[config.mk]
export PLATFORM = sky130hd
export DESIGN_NAME = huil_volume_window_flat
export DESIGN_NICKNAME = d
export VERILOG_FILES = /design/src/rtl/huil_volume_window_if.sv /design/src/rtl/huil_volume_window.sv /design/src/flat_wrapper.sv
export SDC_FILE = /design/constraint.sdc
export NUM_CORES = 1
export LEC_CHECK = 0
export CAP_MARGIN = 15
export CORE_MARGIN = 2
export CORE_UTILIZATION = 52
export CTS_BUF_LIST = sky130_fd_sc_hd__clkbuf_8
export CTS_CLUSTER_SIZE = 30
export DETAILED_ROUTE_END_ITERATION = 8
export PLACE_DENSITY = 0.88
export SYNTH_ARGS = -nofsm -noshare
export SYNTH_HDL_FRONTEND = slang
export SYNTH_SLANG_ARGS = --single-unit
[constraint.sdc]
create_clock -name clk -period 3.35 [get_ports clk]
set_input_delay 1.005 -clock clk [delete_from_list [all_inputs] [get_ports clk]]
set_output_delay 1.005 -clock clk [all_outputs]
set_load 0.01 [all_outputs]
[src/rtl/huil_volume_window_if.sv]
// huil_volume_window_if
// DSP sample bus feeding the volume meter.
//   dsp_data  : DSP sample, SAMPLE_W bits
//   dsp_ready : ready level; each 0->1 transition presents one sample
// Modports: master = DSP side (drives), slave = meter side (receives).
interface huil_volume_window_if #(
    parameter int SAMPLE_W = 8
);
    logic [SAMPLE_W-1:0] dsp_data;
    logic                dsp_ready;

    modport master (output dsp_data, output dsp_ready);
    modport slave  (input  dsp_data, input  dsp_ready);
endinterface

[src/rtl/huil_volume_window.sv]
// huil_volume_window
// Windowed cry-volume meter. Sums sample magnitudes between window ticks and
// publishes the scaled sum, the window peak, the sample count and a saturation
// flag. It also drives a debounced "loud" flag with on/off hysteresis.
// Ports:
//   clk, reset       : clock, synchronous active-high reset
//   window_tick      : one-cycle strobe that closes the current window
//   dsp (slave)      : dsp_data / dsp_ready sample bus
//   volume           : acc[ACC_W-1 -: OUT_W] of the last closed window
//   peak             : largest magnitude in the last closed window
//   sample_count     : samples in the last closed window (saturating)
//   overflow         : accumulator saturated in the last closed window
//   volume_valid     : one-cycle pulse when the outputs above update
//   loud             : debounced loud indication
module huil_volume_window #(
    parameter int               SAMPLE_W     = 8,
    parameter int               SIGNED_IN    = 0,
    parameter int               ACC_W        = 14,
    parameter int               OUT_W        = 8,
    parameter int               CNT_W        = 8,
    parameter logic [OUT_W-1:0] THRESH_ON    = 8'h40,
    parameter logic [OUT_W-1:0] THRESH_OFF   = 8'h20,
    parameter int               LOUD_WINDOWS = 3
) (
    input  logic                       clk,
    input  logic                       reset,
    input  logic                       window_tick,
    huil_volume_window_if.slave        dsp,
    output logic [OUT_W-1:0]           volume,
    output logic [SAMPLE_W-1:0]        peak,
    output logic [CNT_W-1:0]           sample_count,
    output logic                       overflow,
    output logic                       volume_valid,
    output logic                       loud
);

    localparam int RUN_W = $clog2(LOUD_WINDOWS + 1);

    typedef enum logic [1:0] {
        QUIET  = 2'd0,
        ARMING = 2'd1,
        LOUD   = 2'd2
    } loud_state_t;

    loud_state_t         state;
    logic [RUN_W-1:0]    run;

    logic                dsp_ready_q;
    logic [ACC_W-1:0]    acc;
    logic [CNT_W-1:0]    cnt;
    logic [SAMPLE_W-1:0] pk_w;
    logic                ovf_w;

    logic                sample_take;
    logic [SAMPLE_W-1:0] mag;
    logic [ACC_W-1:0]    acc_base;
    logic [ACC_W:0]      acc_sum;
    logic [ACC_W-1:0]    acc_next;
    logic                ovf_next;
    logic [CNT_W-1:0]    cnt_base;
    logic [CNT_W-1:0]    cnt_next;
    logic [SAMPLE_W-1:0] pk_base;
    logic [SAMPLE_W-1:0] pk_next;
    logic [OUT_W-1:0]    nv;

    // NOTE: every signal gets a default at the top of always_comb so no path
    // leaves it unassigned; a missing default would infer a latch.
    always_comb begin
        sample_take = dsp.dsp_ready && !dsp_ready_q;

        // Two's complement negation; the most negative code maps onto itself,
        // which read as unsigned is exactly 2^(SAMPLE_W-1).
        mag = dsp.dsp_data;
        if (SIGNED_IN != 0 && dsp.dsp_data[SAMPLE_W-1]) begin
            mag = (~dsp.dsp_data) + {{(SAMPLE_W-1){1'b0}}, 1'b1};
        end

        // A tick empties the window before the same-cycle sample is added,
        // so that sample opens the new window.
        acc_base = window_tick ? '0 : acc;
        cnt_base = window_tick ? '0 : cnt;
        pk_base  = window_tick ? '0 : pk_w;

        acc_sum  = {1'b0, acc_base} + (sample_take ? (ACC_W + 1)'(mag) : '0);
        acc_next = acc_sum[ACC_W] ? '1 : acc_sum[ACC_W-1:0];
        ovf_next = (window_tick ? 1'b0 : ovf_w) | acc_sum[ACC_W];

        cnt_next = cnt_base;
        if (sample_take && cnt_base != '1) begin
            cnt_next = cnt_base + CNT_W'(1);
        end

        pk_next = pk_base;
        if (sample_take && mag > pk_base) begin
            pk_next = mag;
        end

        nv = acc[ACC_W-1 -: OUT_W];
    end

    // Window datapath and published outputs.
    // NOTE: sequential state uses non-blocking assignments so every register
    // samples pre-edge values regardless of statement order.
    always_ff @(posedge clk) begin
        if (reset) begin
            dsp_ready_q  <= 1'b0;
            acc          <= '0;
            cnt          <= '0;
            pk_w         <= '0;
            ovf_w        <= 1'b0;
            volume       <= '0;
            peak         <= '0;
            sample_count <= '0;
            overflow     <= 1'b0;
            volume_valid <= 1'b0;
        end else begin
            dsp_ready_q  <= dsp.dsp_ready;
            acc          <= acc_next;
            cnt          <= cnt_next;
            pk_w         <= pk_next;
            ovf_w        <= ovf_next;
            volume_valid <= window_tick;
            if (window_tick) begin
                volume       <= nv;
                peak         <= pk_w;
                sample_count <= cnt;
                overflow     <= ovf_w;
            end
        end
    end

    // Loud hysteresis FSM, advanced once per closed window using the volume
    // being published in the same cycle.
    always_ff @(posedge clk) begin
        if (reset) begin
            state <= QUIET;
            run   <= '0;
            loud  <= 1'b0;
        end else if (window_tick) begin
            case (state)
                QUIET: begin
                    if (nv >= THRESH_ON) begin
                        run <= RUN_W'(1);
                        if (LOUD_WINDOWS == 1) begin
                            state <= LOUD;
                            loud  <= 1'b1;
                        end else begin
                            state <= ARMING;
                        end
                    end
                end
                ARMING: begin
                    if (nv >= THRESH_ON) begin
                        run <= run + RUN_W'(1);
                        if (run + RUN_W'(1) == RUN_W'(LOUD_WINDOWS)) begin
                            state <= LOUD;
                            loud  <= 1'b1;
                        end
                    end else begin
                        run   <= '0;
                        state <= QUIET;
                    end
                end
                LOUD: begin
                    if (nv < THRESH_OFF) begin
                        run   <= '0;
                        state <= QUIET;
                        loud  <= 1'b0;
                    end
                end
                default: begin
                    run   <= '0;
                    state <= QUIET;
                    loud  <= 1'b0;
                end
            endcase
        end
    end

endmodule

[src/flat_wrapper.sv]
// flat-port wrapper written by rule: the top's interface ports become plain ports
module huil_volume_window_flat 
#(
    parameter int               SAMPLE_W     = 8,
    parameter int               SIGNED_IN    = 0,
    parameter int               ACC_W        = 14,
    parameter int               OUT_W        = 8,
    parameter int               CNT_W        = 8,
    parameter logic [OUT_W-1:0] THRESH_ON    = 8'h40,
    parameter logic [OUT_W-1:0] THRESH_OFF   = 8'h20,
    parameter int               LOUD_WINDOWS = 3
)
  (clk, reset, window_tick, volume, peak, sample_count, overflow, volume_valid, loud, dsp_dsp_data, dsp_dsp_ready);
  huil_volume_window_if #(.SAMPLE_W(SAMPLE_W)) dsp_i ();
  input  logic clk;
  input  logic reset;
  input  logic window_tick;
  output logic [OUT_W-1:0] volume;
  output logic [SAMPLE_W-1:0] peak;
  output logic [CNT_W-1:0] sample_count;
  output logic overflow;
  output logic volume_valid;
  output logic loud;
  input wire logic [$bits(dsp_i.dsp_data)-1:0] dsp_dsp_data;
  input wire logic [$bits(dsp_i.dsp_ready)-1:0] dsp_dsp_ready;
  assign dsp_i.dsp_data = dsp_dsp_data;
  assign dsp_i.dsp_ready = dsp_dsp_ready;
  huil_volume_window #(.SAMPLE_W(SAMPLE_W), .SIGNED_IN(SIGNED_IN), .ACC_W(ACC_W), .OUT_W(OUT_W), .CNT_W(CNT_W), .THRESH_ON(THRESH_ON), .THRESH_OFF(THRESH_OFF), .LOUD_WINDOWS(LOUD_WINDOWS)) u_core (.clk(clk), .reset(reset), .window_tick(window_tick), .dsp(dsp_i), .volume(volume), .peak(peak), .sample_count(sample_count), .overflow(overflow), .volume_valid(volume_valid), .loud(loud));
endmodule
# Yosys cells after proc, flatten, opt, wreduce, memory -nomap -nowiden
# Cells that the tools add are included.
word_totals:
  reg_bits: 63
  latchBits: 0
  ramBits: 0
  romBits: 0
  input_bits: 12
  n_memories: 0
classes:
  add_sub_neg: 3
  mul: 0
  div_mod_pow: 0
  magnitude_cmp: 3
  eq_ne: 9
  shifts: 0
  muxes: 19
  n_bitwise: 2
  reduce_logical: 8
op_table:
  columns: ["cell", "n"]
  rows:
  - ["two-way mux 8 bit", 5]
  - ["two-way mux 14 bit", 2]
  - ["adder 14 x 15 -> 15 bit", 1]
  - ["one-hot mux 2 bit (3 select lines)", 2]
  - ["two-way mux 2 bit", 5]
  - ["adder 8 x 1 -> 8 bit (second input constant)", 1]
  - ["greater-or-equal comparator 8 x 7 -> 1 bit (second input constant)", 1]
  - ["greater-than comparator 8 bit", 1]
  - ["< comparator 8 x 6 -> 1 bit (second input constant)", 1]
  - ["inequality test 2 x 1 -> 1 bit (second input constant)", 4]
  - ["inequality test 8 bit (second input constant)", 1]
  - ["AND reduction 5 bit", 1]
  - ["equality test 2 bit (second input constant)", 2]
  - ["two-way mux 1 bit", 4]
  - ["AND reduction 4 bit", 1]
  - ["logical AND 1 bit", 3]
  - ["inequality test 3 bit (second input constant)", 1]
  - ["one-hot mux 1 bit (3 select lines)", 1]
  - ["AND reduction 3 bit", 1]
  - ["adder 2 x 1 -> 2 bit (second input constant)", 1]
  - ["equality test 2 x 1 -> 1 bit (second input constant)", 1]
  - ["zero test 2 bit", 1]
  - ["zero test 1 bit", 1]
  - ["NOT 1 bit", 1]
  - ["OR 1 bit", 1]

# Depth between registers and ports, before layout
depth:
  ltp_word: 5
  depth_mapped: 12
  depth_no_buf: 10

# Worst setup path before layout
# OpenSTA, ideal clock, no wires.
synth_timing:
  path_type: "in2reg"
  from: "input window_tick"
  to: "register u_core.acc[11]"
  arrival_ns: 3.207
  t_required_ns: 3.276
  path_slack_ns: 0.069
  cell_stages: 12
  path_cell_list: "buf_2 > buf_1 > nor2b_1 > ha_1 > inv_1 > fa_1 > nand2b_1 > a211oi_2 > nor2_1 > or3_1 > buf_6 > a31oi_1"
synth_between:
  elab_chain_len: 3
synth_lines:
  columns: ["element", "line", "text"]
  rows:
  - ["start: declaration", "flat_wrapper.sv:17", "input logic window_tick;"]
  - ["two-way mux 14 bit", "huil_volume_window.sv:80", "acc_base = window_tick ? '0 : acc;"]
  - ["adder 14 x 15 -> 15 bit", "huil_volume_window.sv:84", "acc_sum = {1'b0, acc_base} + (sample_take ? (ACC_W + 1)'(mag) : '0);"]
  - ["two-way mux 14 bit", "huil_volume_window.sv:85", "acc_next = acc_sum[ACC_W] ? '1 : acc_sum[ACC_W-1:0];"]
  - ["end signal: assignment", "huil_volume_window.sv:118", "acc <= acc_next;"]
  - ["end: declaration", "huil_volume_window.sv:49", "logic [ACC_W-1:0] acc;"]
# No other way between the ends.
# A chain may end at the register's enable or synchronous reset.

# Worst setup path after layout
layout_timing:
  from: "input dsp_dsp_ready"
  to: "register u_core.acc[13]"
layout_between:
  elab_chain_len: 4
layout_lines:
  columns: ["element", "line", "text"]
  rows:
  - ["start: declaration", "flat_wrapper.sv:25", "input wire logic [$bits(dsp_i.dsp_ready)-1:0] dsp_dsp_ready;"]
  - ["logical AND 1 bit", "huil_volume_window.sv:69", "sample_take = dsp.dsp_ready && !dsp_ready_q;"]
  - ["two-way mux 8 bit", "huil_volume_window.sv:84", null]
  - ["adder 14 x 15 -> 15 bit", "huil_volume_window.sv:84", null]
  - ["two-way mux 14 bit", "huil_volume_window.sv:85", null]
# No other way between the ends.

==> summary.md <==
| Metric | Value |
|---|---|
| Clock transition at path regs | `0.07 ns` |
| Clk sink count | `63` |
| Yosys warnings | `0` |
| WP buf/inv | `3` |
| First-pass GRT wire length | `12.77 mm` |
| Area post-placement | `approximately 3800 µm²` |
| First drt pass iteration count | `4` |
| R2r worst-path depth | `9` |
| GPL Wtd Cong | `between 0.8 and 0.9` |
| Die area | `about 6800 µm²` |
| Post-synthesis mux area share | `under 10%` |
| # fillers | `roughly 450` |
| Critical Path RT | `3.61 ns` |
| FMAX | `just over 300 MHz` |
| Crit path max-delay family | `simple AND/OR/NAND/NOR gates` |
| CP Class | `in2reg` |
| Initial Utilization | `a little over half` |
| Hold Slack | `0.4760 ns` |
| Adder-Cell Fraction of Synth Area | `about 7.6%` |
| Fin crit period | `3.237 ns` |
| NetSw | `approximately 420 µW` |
| Worst path cell trace | `clkdlybuf4s50_1 -> inv_1 -> nor3_2 -> ha_2 -> inv_1 -> fa_1 -> nand2b_4 -> a211oi_4 -> nor2_1 -> or4_4 -> o211ai_1` |
| Top sig layer | `met4` |
| Min-delay worst type | `reg2reg` |
| Grt ovf | `0` |
| Total CTS buffers | `9` |
| Mapped Nets | `just under 400` |
| Post-synth top flop | `dfxtp_1` |
| Io pins | `39` |
| Crit path launch type | `input port` |
| FF/Latch Area | `between 1000 and 1500 µm²` |
| Synth cell types | `about 50` |
| Vias per std cell | `about 5.8` |
| Number of diodes | `0` |
| CP Depth | `11` |
| Slew headroom | `around 64%` |
| Cell taking the most area after synthesis | `dfxtp_1` |
| Post-synthesis simple-gate area fraction | `21.19%` |
| Rows | `28` |
| Post-Synth XOR/XNOR Area | `~3%` |
| Die X-Extent | `roughly 83 µm` |
| Peak fanout along the critical path | `3` |
| Int Power | `1.307 mW` |
| Setup crit end kind | `flop` |
| Final Net Count | `around 450` |
| Routed WL | `7.732 mm` |
| Via count | `between 2000 and 3000` |
| GRT Total Usage | `between 20% and 30%` |
| Syn avg cell area | `8.865 µm²` |
| DRT iter0 DRCs | `~160` |
| Final ANT Viol Nets | `0` |
| Largest family of logic cells by synthesized area | `simple AND/OR/NAND/NOR gates` |
| Gate power share | `10.5%` |
| Clock root cell | `clkbuf_8` |
| Initial antenna violation count | `0` |
| Power density over cell area | `around 430 nW/µm²` |
| Total negative setup slack | `0 ns` |
| Die Height | `82.67 µm` |
| Max-slew violations | `0` |
| Layout cell share with drive strength beyond 1 | `between 10 and 15%` |
| TritonCTS clock tree | `done` |
| Worst-margin pin slew | `roughly 0.55 ns` |
| Most frequent cell after synthesis | `dfxtp_1` |
| Outcome | `finished, final reports clean` |
| Final Util | `67.96%` |
| Post-synth EDFFs | `0` |
| Seq pwr share | `45.0%` |
| Met1 Wirelength | `roughly 3.4 mm` |
| Compound-Gate Fraction of Synth Area | `15.90%` |
| Clock power share | `approximately 45%` |
| Post-Syn Area | `3218 µm²` |
| Yosys reg bits | `63` |
| # Max-Cap Violations | `0` |
| Clk Latency, worst-skew pair | `roughly 0.34 ns` |
| Final hold vios | `0` |
| Max rail drop VDD | `0.3262 mV` |
| Setup Buffers After CTS | `0` |
| Arrival time worst endpoint | `3.50 ns` |
| Final instance area | `4048 µm²` |
| Slowest-stage cell, CP | `or4_4` |
| WL per Instance | `15.43 µm` |
| Seq/Total Area, Yosys | `between 30% and 40%` |
| Total power after layout | `approximately 1.7 mW` |
| Crit path top cell by count | `inv_1` |
| Setup Skew | `0.006185 ns` |
| Hold Buf Count CTS | `0` |
| DP Wirelength | `between 5 and 6 mm` |
| # setup viols final | `0` |
| Multi-input combinational cell area | `~1900 µm²` |
| Sw Share | `approximately 24%` |
| Met3 wire len | `between 300 and 400 µm` |
| Synth area leaders | `dfxtp_1 (39%), mux2i_1 (8.7%), ha_1 (7.0%)` |
| Core Region | `5956 µm²` |
| Cells after synthesis | `~360` |
| Pin count of the biggest net entering global routing | `40` |
| H-tree depth | `3` |
| Share of flip-flops with an asynchronous set or reset | `0%` |
| Area delta synth->final | `25.78%` |
| Synth cell count leaders | `dfxtp_1 (63), nor2_1 (50), a21oi_1 (33)` |
| Number of remaining DRC errors | `0` |
| Leakage | `1.628 nW` |
| Vias in the first global route | `around 2800` |
| Hold Path Stages | `2` |
| Port bufs | `38` |
| Clock buffer depth | `2` |
| Final period utilization | `between 90% and 100%` |
| CP max stage delay | `roughly 0.53 ns` |
| Synth top area share | `between 30% and 40%` |
| Met2 WL | `3.733 mm` |
timing repair:
| item | in CTS | in global routing |
|---|---|---|
| pin swaps | 0 | 2 |
| setup endpoints to repair | 9 | 12 |
| resized for setup | 1 | 5 |
worst register-to-register path: stages (launching register included):
cell      delay [ns]
dfxtp_1         0.41
and2b_1         0.22
buf_4           0.15
and2_1          0.16
ha_1            0.28
o21ai_0         0.18
a211oi_4        0.28
nor2_1          0.11
or4_4           0.53
o211ai_1        0.10
routing by layer:
metal,up-vias,global-route usage [%]
li1,1402,-
met1,1408,30.47
met2,99,39.35
met3,20,5.109
met4,0,11.97
met5,-,0
cell usage in the layout, fill, tap and decap left out, types with 2 or more instances in the layout:
cell type / n
nand4_1: 9
buf_2: 2
nor3_1: 4
o21ai_1: 2
clkinvlp_4: 2
nand3_1: 11
a21o_1: 11
mux2i_1: 28
and2_1: 6
nor2_1: 50
and3_1: 2
a211oi_1: 2
nor2b_1: 14
a31oi_1: 4
xor2_1: 6
o21ai_0: 7
inv_1: 7
a31o_2: 2
buf_4: 27
nand4b_1: 3
nand2b_1: 4
or2_1: 2
dfxtp_1: 63
o21ba_2: 2
xnor2_1: 5
and4b_1: 2
clkdlybuf4s50_1: 36
bufinv_16: 2
o211ai_1: 4
nand2_1: 22
clkbuf_8: 11
a21oi_1: 33
o31ai_1: 2
ha_1: 17
registers in the layout, indices dropped and copies added, names as in the netlist:
register             flops
u_core.run               2
u_core.sample_count      8
u_core.pk_w              8
u_core.volume_valid      1
u_core.dsp_ready_q       1
u_core.ovf_w             1
u_core.loud              1
u_core.cnt               8
u_core.overflow          1
u_core.acc              14
u_core.volume            8
u_core.state             2
u_core.peak              8
power by group through the flow:
| stage | clock network (mW) | logic (mW) | registers, mW |
|---|---|---|---|
| final | 0.768 | 0.180 | 0.774 |
| after global routing | 0.811 | 0.197 | 0.776 |
| after CTS | 0.778 | 0.177 | 0.774 |
| after detailed placement | 0 | 0.175 | 0.791 |
| after global placement | 0 | 0.168 | 0.791 |
| after floorplan | 0 | 0.110 | 0.791 |
final cells by class:
type / count / share of cell area [%]
clock inverter: 5 / 1.978
timing repair buffer: 65 / 14.16
inverter: 8 / 0.7419
multi-input combinational: 274 / 45.90
clock buffer: 11 / 3.740
tap: 75 / 2.318
sequential: 63 / 31.16
cell families after synthesis:
family          count (synthesis)
buf+inv                        26
fa+ha+maj                      19
simple gates                  137
xor+xnor                       11
compound gates                 78
flops                          63
mux                            29
per-stage QoR:
step | setup slack [ns] | cells
global placement | -0.2922 | 485
finish | 0.1126 | 501
global route | -0.001814 | 501
CTS | 0.05111 | 501
floorplan | 0.06875 | 363
detailed placement | -0.3928 | 485
final timing paths:
path              slack, ns        endpoint          startpoint
setup / recovery       0.11  u_core.acc[13]       dsp_dsp_ready
hold / removal         0.48   u_core.run[1]       u_core.run[1]
setup reg to reg       0.87  u_core.acc[13]  u_core.dsp_ready_q
hold reg to reg        0.48   u_core.run[1]       u_core.run[1]
Power figures use the tool's default switching activity.
